`src/rtl/muldiv_ctrl.sv`:
```
// HI/LO multiply/divide sequencer for the execute stage: pipelined multiply, radix-2 restoring
// divide, MTHI/MTLO pass-through, stall generation and flush cancellation.
module muldiv_ctrl #(
  parameter int unsigned MUL_STAGES = 2,
  parameter int unsigned DIV_BITS   = 32
) (
  input  logic        clk,
  input  logic        resetn,
  input  logic        req_valid,
  input  logic [2:0]  req_op,
  input  logic [31:0] srca,
  input  logic [31:0] srcb,
  input  logic        flush,
  output logic        stall_req,
  output logic        busy,
  output logic        hi_we,
  output logic        lo_we,
  output logic [31:0] hi_wdata,
  output logic [31:0] lo_wdata
);

  typedef enum logic [1:0] {StIdle, StMul, StDiv, StDone} state_e;

  localparam int unsigned MaxCnt = (MUL_STAGES > DIV_BITS) ? MUL_STAGES : DIV_BITS;
  localparam int unsigned CntW   = $clog2(MaxCnt) + 1;

  state_e            r_state;
  logic [CntW-1:0]   r_cnt;
  logic [32:0]       r_mul_a;
  logic [32:0]       r_mul_b;
  logic [31:0]       r_rem;
  logic [31:0]       r_quot;
  logic [31:0]       r_div;
  logic              r_neg_q;
  logic              r_neg_r;
  logic [31:0]       r_hi;
  logic [31:0]       r_lo;

  logic        w_accept;
  logic        w_is_mul;
  logic        w_is_div;
  logic        w_signed;
  logic [31:0] w_a_abs;
  logic [31:0] w_b_abs;
  logic [63:0] w_mul_a64;
  logic [63:0] w_mul_b64;
  logic [63:0] w_prod;
  logic [32:0] w_rem_sh;
  logic [32:0] w_diff;
  logic        w_ge;
  logic [31:0] w_rem_nxt;
  logic [31:0] w_quot_nxt;

  assign w_accept = (r_state == StIdle) & req_valid & ~flush;
  assign w_is_mul = (req_op[2:1] == 2'b00);
  assign w_is_div = (req_op[2:1] == 2'b01);
  assign w_signed = ~req_op[0];
  assign w_a_abs  = (w_signed & srca[31]) ? (~srca + 32'd1) : srca;
  assign w_b_abs  = (w_signed & srcb[31]) ? (~srcb + 32'd1) : srcb;

  // Operands are already 33-bit sign/zero extended, so one signed product covers both flavours.
  assign w_mul_a64 = {{31{r_mul_a[32]}}, r_mul_a};
  assign w_mul_b64 = {{31{r_mul_b[32]}}, r_mul_b};
  assign w_prod    = w_mul_a64 * w_mul_b64;

  // Bit 32 of the difference is the borrow: clear means the shifted remainder covers the divisor.
  assign w_rem_sh   = {r_rem, r_quot[31]};
  assign w_diff     = w_rem_sh - {1'b0, r_div};
  assign w_ge       = ~w_diff[32];
  assign w_rem_nxt  = w_ge ? w_diff[31:0] : w_rem_sh[31:0];
  assign w_quot_nxt = {r_quot[30:0], w_ge};

  always_ff @(posedge clk or negedge resetn) begin
    if (!resetn) begin
      r_state <= StIdle;
      r_cnt   <= '0;
      r_mul_a <= '0;
      r_mul_b <= '0;
      r_rem   <= '0;
      r_quot  <= '0;
      r_div   <= '0;
      r_neg_q <= 1'b0;
      r_neg_r <= 1'b0;
      r_hi    <= '0;
      r_lo    <= '0;
    end else begin
      unique case (r_state)
        StIdle: begin
          if (w_accept && w_is_mul) begin
            r_mul_a <= {w_signed & srca[31], srca};
            r_mul_b <= {w_signed & srcb[31], srcb};
            r_cnt   <= CntW'(MUL_STAGES - 1);
            r_state <= StMul;
          end else if (w_accept && w_is_div) begin
            if (srcb == '0) begin
              r_hi    <= srca;
              r_lo    <= 32'hFFFF_FFFF;
              r_state <= StDone;
            end else begin
              r_rem   <= '0;
              r_quot  <= w_a_abs;
              r_div   <= w_b_abs;
              r_neg_q <= w_signed & (srca[31] ^ srcb[31]);
              r_neg_r <= w_signed & srca[31];
              r_cnt   <= CntW'(DIV_BITS - 1);
              r_state <= StDiv;
            end
          end
        end
        StMul: begin
          if (flush) begin
            r_state <= StIdle;
          end else if (r_cnt == '0) begin
            r_hi    <= w_prod[63:32];
            r_lo    <= w_prod[31:0];
            r_state <= StDone;
          end else begin
            r_cnt <= r_cnt - 1'b1;
          end
        end
        StDiv: begin
          if (flush) begin
            r_state <= StIdle;
          end else begin
            r_rem  <= w_rem_nxt;
            r_quot <= w_quot_nxt;
            if (r_cnt == '0) begin
              r_lo    <= r_neg_q ? (~w_quot_nxt + 32'd1) : w_quot_nxt;
              r_hi    <= r_neg_r ? (~w_rem_nxt + 32'd1) : w_rem_nxt;
              r_state <= StDone;
            end else begin
              r_cnt <= r_cnt - 1'b1;
            end
          end
        end
        StDone: r_state <= StIdle;
        default: r_state <= StIdle;
      endcase
    end
  end

  assign busy      = (r_state != StIdle);
  assign stall_req = ~flush & (((r_state == StIdle) & req_valid & ~req_op[2]) |
                               (r_state == StMul) | (r_state == StDiv));

  always_comb begin
    hi_we    = 1'b0;
    lo_we    = 1'b0;
    hi_wdata = '0;
    lo_wdata = '0;
    if (!flush) begin
      if (r_state == StDone) begin
        hi_we    = 1'b1;
        lo_we    = 1'b1;
        hi_wdata = r_hi;
        lo_wdata = r_lo;
      end else if (w_accept && (req_op == 3'd4)) begin
        hi_we    = 1'b1;
        hi_wdata = srca;
      end else if (w_accept && (req_op == 3'd5)) begin
        lo_we    = 1'b1;
        lo_wdata = srca;
      end
    end
  end

endmodule

```
`config.mk`:
```
export PLATFORM = sky130hd
export DESIGN_NAME = muldiv_ctrl
export DESIGN_NICKNAME = d
export VERILOG_FILES = /design/src/rtl/muldiv_ctrl.sv
export SDC_FILE = /design/constraint.sdc
export NUM_CORES = 2
export LEC_CHECK = 0
export BUFFER_PORTS_ARGS = -buffer_cell sky130_fd_sc_hd__buf_2
export CORE_AREA = 4 4 289 361
export CTS_BUF_LIST = sky130_fd_sc_hd__clkbuf_16
export CTS_CLUSTER_DIAMETER = 60
export CTS_CLUSTER_SIZE = 8
export DETAILED_ROUTE_END_ITERATION = 7
export DIE_AREA = 0 0 293 365
export GPL_TIMING_DRIVEN = 0
export PLACE_DENSITY_LB_ADDON = 0.2
export SYNTH_ARGS = -nofsm -noshare
export SYNTH_HDL_FRONTEND = slang
export SYNTH_SLANG_ARGS = --single-unit
```
`constraint.sdc`:
```
create_clock -name clk -period 21.7 [get_ports clk]
set_clock_uncertainty 0.1 [all_clocks]
set_input_delay 4.34 -clock clk [delete_from_list [all_inputs] [get_ports clk]]
set_output_delay 4.34 -clock clk [all_outputs]
set_load 0.03 [all_outputs]
```
# --- Word level (Yosys, flattened, before mapping) ---
# Cells that the tools add are included.
# Widths: inputs -> output; s select.
word_totals:
  register_bits: 236
  latch_bits: 0
  mem_bits_rw: 0
  rom_bits: 0
  inputBits: 71
  elab_cells: 133
  memories: 0
classes:
  addsub: 6
  multipliers: 1
  n_div: 0
  order_cmp: 0
  n_eq_ne: 19
  shifts: 0
  muxes: 57
  bitwise_logic: 20
  reduce_logical: 19
ops:
  columns: ["operator", "count"]
  rows:
  - ["$mux 32", 34]
  - ["$pmux 32 s3", 2]
  - ["$add 32x1->32 const B", 4]
  - ["$not 32->32", 4]
  - ["$pmux 32 s2", 2]
  - ["$mul 33x33->64", 1]
  - ["$sub 33x32->33", 1]
  - ["$logic_not 32->1", 1]
  - ["$mux 6", 5]
  - ["$ne 2x2->1 const B", 8]
  - ["$pmux 6 s2", 1]
  - ["$reduce_and 5->1", 2]
  - ["$mux 1", 8]
  - ["$mux 2", 4]
  - ["$reduce_and 8->1", 1]
  - ["$and 1x1->1", 7]
  - ["$eq 3x3->1 const B", 2]
  - ["$logic_not 6->1", 1]
  - ["$ne 3x1->1 const B", 2]
  - ["$not 1->1", 6]
  - ["$pmux 2 s3", 1]
  - ["$reduce_bool 2->1", 3]
  - ["$sub 6x1->6 const B", 1]
  - ["$eq 2x1->1 const B", 2]
  - ["11 further kinds", 19]

# --- Longest topological paths before layout ---
depth:
  depth_word: 8
  ltp_mapped: 30
  mapped_depth_nobuf: 28

# --- Least setup slack after synthesis ---
# No wires, ideal clock.
synth_path:
  kind: "input -> output"
  startpoint: "input flush"
  endpoint: "output lo_wdata[10]"
  arrival_time_ps: 5776
  required_ps: 17260
  slack_ps: 11484
  path_stages: 8
  path_buffers: 2
  path_cell_list: "inv_1 -> nand3_1 -> nor2_1 -> and3_1 -> clkbuf_1 -> clkbuf_1 -> a22oi_1 -> nor2_1"
synth_via:
  elab_chain_len: 7
synth_rtl:
  columns: ["item", "line", "rtl"]
  rows:
  - ["start, declared", "13", "input logic flush,"]
  - ["$not 1->1", "54", "assign w_accept = (r_state == StIdle) & req_valid & ~flush;"]
  - ["$and 1x1->1", "54", null]
  - ["$logic_and 1x1->1", "160", "end else if (w_accept && (req_op == 3'd5)) begin"]
  - ["$mux 32", "160", null]
  - ["$mux 32", "157", "end else if (w_accept && (req_op == 3'd4)) begin"]
  - ["$mux 32", "152", "if (r_state == StDone) begin"]
  - ["$mux 32 *", "151", "if (!flush) begin"]
  - ["end, declared", "19", "output logic [31:0] lo_wdata"]
# Mark *: on every way between the ends. The rest lies on a longest branch, timed or not.

# --- Worst setup path after layout ---
layout_path:
  startpoint: "register r_mul_b[3]"
  endpoint: "register r_hi[31]"
layout_via:
  elab_chain_len: 4
layout_rtl:
  columns: ["item", "line", "rtl"]
  rows:
  - ["start, declared", "30", "logic [32:0] r_mul_b;"]
  - ["start signal, assigned", "91", "r_mul_b <= {w_signed & srcb[31], srcb};"]
  - ["$mul 33x33->64", "64", "assign w_prod = w_mul_a64 * w_mul_b64;"]
  - ["$mux 32", "113", "end else if (r_cnt == '0) begin"]
  - ["$mux 32", "111", "if (flush) begin"]
  - ["$pmux 32 s3", "87", "unique case (r_state)"]
  - ["end signal, assigned", "96", "r_hi <= srca;"]
  - ["end signal, assigned", "114", "r_hi <= w_prod[63:32];"]
  - ["end signal, assigned", "129", "r_hi <= r_neg_r ? (~w_rem_nxt + 32'd1) : w_rem_nxt;"]
  - ["end, declared", "36", "logic [31:0] r_hi;"]
# No other way between the ends. The select of a mux whose other input is x is not followed.
# A chain may end at the register's enable or synchronous reset.

==> run_results.csv <==
group,metric,value,unit
detailed_routing,drc_errors,0,
detailed_routing,finalWirelength,232100,um
cts,cts_tree,"done",
synthesis,synth_edf_count,0,
timing,rsz0062_at_grt,"no",
detailed_routing,drt_iter0_markers,5493,
outcome,outcome,"finished clean",
timing,min_period_over_period,52.91,%
place,port_buffers,134,
setup_path,worst_setup_path_end_kind,"register",
final_layout,fillCellCount,9391,
timing,final_max_slew_viol_count,0,
final_layout,syn2layout_area_growth,6.437,%
setup_path,crit_type,"reg -> reg",
setup_path,crit_slowest_cell,"a211oi_1",
min_path,hold_class,"reg -> reg",
timing,max_freq,87.09,MHz
cts,clock-root-buffer,"clkbuf_16",
synthesis,synth_top_flop_cell,"dfrtp_1",
timing,maxSlewHeadroom,4.429,%
setup_path,crit_path_frequent_cell,"fa_1",
grt,track_usage,43.64,%
synthesis,syn-cell-area,0.05511,mm^2
timing,setup_viol,0,
detailed_routing,wl_per_cell,29.55,um
setup_path,max_stage_delay,0.96,ns
floorplanning,core_area,0.1007,mm^2
cts,ctsHoldBuffers,0,
grt,grt_pass1_wl,335700,um
synthesis,async_flop_share,100.0,%
synthesis,syn_inst,6316,
place,place.gp.congestion,1.061,
floorplanning,die_w,293,um
setup_path,worstSetupStartpointType,"register",
synthesis,syn-num-nets,7767,
detailed_routing,vias_per_cell,6.178,
synthesis,synth_area_per_cell,8.725,um^2
grt,grt_overflow,0,
cts,postCtsSetupBuffers,0,
cts,h-tree-depth,2,
floorplanning,num_rows,130,
floorplanning,start_util,54.73,%
grt,grt_pass1_vias,50000,
grt,antenna_found_initial,33,
timing,finalSetupTns,0,ns
setup_path,cp.required,21.97,ns
detailed_routing,dr_total_vias,48523,
synthesis,ys_ff_latch,236,
synthesis,ys_types,100,
cts,clockBufferDepth,3,
setup_path,cp_num_buf_inv,7,
floorplanning,num_io_pins,139,
place,dp_hpwl,190700,um
final_layout,final_layout_size_suffix_gt1_share,3.906,%
floorplanning,die_area,0.1069,mm^2
grt,grt_max_degree,104,
cts,clkTransAtPathRegs,0.05,ns
timing,finalCriticalPeriod,11.48,ns
setup_path,rrSetupSlack,10.22,ns
timing,worstMarginPinSlew,1.434,ns
final_layout,layout.nets,7944,
timing,hold_violations,0,
floorplanning,die_h,365,um
synthesis,yosysSeqAreaShare,10.72,%
detailed_routing,drt_pass1_iterations,6,
synthesis,synth_warnings,0,
cts,cts.sinks,236,
setup_path,critPathTopFamily,"adder cells",
setup_path,cp_data_arrival_time,11.76,ns
cts,cts_buffers,38,
cts,post_cts_resized,0,
detailed_routing,detail-route-antenna-nets,0,
setup_path,cp_max_fo,10,
flow_run,drv_cap,0,
cts,insertion_delay,0.57,ns
==> synth_stat cells, types with 7 or more instances <==
cell type | count | area share [%]
nor2b_1 | 71 | 0.81
and2_1 | 551 | 6.3
a31oi_1 | 29 | 0.33
nand3_1 | 43 | 0.39
buf_2 | 16 | 0.15
a22oi_1 | 73 | 0.99
and3_1 | 34 | 0.39
xor2_1 | 67 | 1.1
o31ai_1 | 31 | 0.42
o21a_1 | 13 | 0.18
or3_1 | 28 | 0.32
mux2i_1 | 38 | 0.69
o211ai_1 | 18 | 0.25
a211oi_1 | 8 | 0.11
clkbuf_1 | 341 | 2.3
a211o_1 | 8 | 0.13
a21oi_1 | 185 | 1.7
ha_1 | 254 | 5.8
o21bai_1 | 15 | 0.20
nor4_1 | 23 | 0.26
xnor2_1 | 121 | 1.9
nand2_1 | 938 | 6.4
a2111oi_0 | 7 | 0.11
a21o_1 | 59 | 0.80
nor3b_1 | 8 | 0.11
o21ai_0 | 255 | 2.3
dfrtp_1 | 236 | 11
nor2_1 | 234 | 1.6
inv_1 | 1187 | 8.1
nand4_1 | 20 | 0.23
nand2b_1 | 26 | 0.30
a221oi_1 | 28 | 0.45
o22ai_1 | 12 | 0.14
a41oi_1 | 11 | 0.17
nand3b_1 | 7 | 0.095
fa_1 | 1126 | 41
o41ai_1 | 9 | 0.14
buf_1 | 8 | 0.054
nor3_1 | 48 | 0.44
==> cells by family (layout without fill, tap and decap cells) <==
group	after synthesis	count (layout)	share of synthesized area [%]
AO/OA/AOI/OAI	847	847	10.02
XOR/XNOR	188	188	2.988
adder cells (fa/ha/maj)	1380	1380	46.67
buffers and inverters	1556	1743	10.66
flip-flops	236	236	10.72
multiplexers	44	44	0.8128
other	0	31	0
AND/OR/NAND/NOR	2065	2065	18.13
==> tightest hold or removal path, delay by kind of cell, from the launching register on <==
family,cells,cell delay [ns]
AND/OR/NAND/NOR,1,0.05
AO/OA/AOI/OAI,1,0.06
flip-flops,1,0.34
==> layer usage <==
| metal | global-route usage (%) | routed length [um] |
|---|---|---|
| met2 | 68.23 | 104700 |
| met4 | 35.35 | 24290 |
| met3 | 12.81 | 25880 |
| met1 | 49.98 | 77100 |
| met5 | 0 | 46 |
==> stage by stage <==
stage	instance area, um^2	std cells	hold WS (ns)	worst slack [ns]	util, %
2_1_floorplan	55110	6316	0.3495	11.48	-
3_3_place_gp	57430	7770	0.3662	10.57	57.04
3_5_place_dp	57500	7773	0.3748	10.58	57.11
4_1_cts	58580	7823	0.3864	10.54	58.18
5_1_grt	58580	7825	0.4082	10.15	58.19
6_report	58660	7854	0.3825	10.22	58.26
==> flip-flops by register name (all words and copies together) (netlist names) <==
| signal | count |
|---|---|
| r_cnt | 6 |
| r_div | 32 |
| r_hi | 32 |
| r_lo | 32 |
| r_mul_a | 33 |
| r_mul_b | 33 |
| r_neg_q | 1 |
| r_neg_r | 1 |
| r_quot | 32 |
| r_rem | 32 |
| r_state | 2 |
==> layout make-up <==
type                            instances  area, um^2  share of cell area (%)
Timing Repair Buffer                  137       740.7                   1.263
Clock buffer                           39       975.9                   1.664
Tap cell                             1320        1652                   2.816
Buffer                                367        1413                   2.408
Inverter                             1189        4463                   7.609
Multi-Input combinational cell       4524       43330                   73.87
Sequential cell                       236        5906                   10.07
Antenna cell                           31       77.57                  0.1323
Clock inverter                         11       101.3                  0.1728
==> layout by cell type, fill, tap and decap left out, drive strengths merged, types with 36 or more instances in the layout <==
master     n
nor2     234
nand2    939
o21ai    263
nand3     43
and3      36
xnor2    121
nor2b     71
ha       254
a21oi    188
xor2      67
a22oi     73
clkbuf   380
and2     552
mux2i     38
inv     1193
buf      163
fa      1126
nor3      50
dfrtp    236
a21o      59
==> path summary, 6_finish.rpt <==
check | startpoint | endpoint | cells past startpoint
min reg2reg | r_div[28]$_DFFE_PN0P_ | r_div[28]$_DFFE_PN0P_ | 2
max reg2reg | r_mul_b[3]$_DFFE_PN0P_ | r_hi[31]$_DFFE_PN0P_ | 28
min in group asynchronous | resetn | r_rem[25]$_DFFE_PN0P_ | 1
max | r_mul_b[3]$_DFFE_PN0P_ | r_hi[31]$_DFFE_PN0P_ | 28
min | r_div[28]$_DFFE_PN0P_ | r_div[28]$_DFFE_PN0P_ | 2
max in group asynchronous | resetn | r_mul_b[9]$_DFFE_PN0P_ | 2
Power is left out: the tool's default activity adds up to more than one toggle a clock period on the data nets, which glitch-free logic cannot reach.
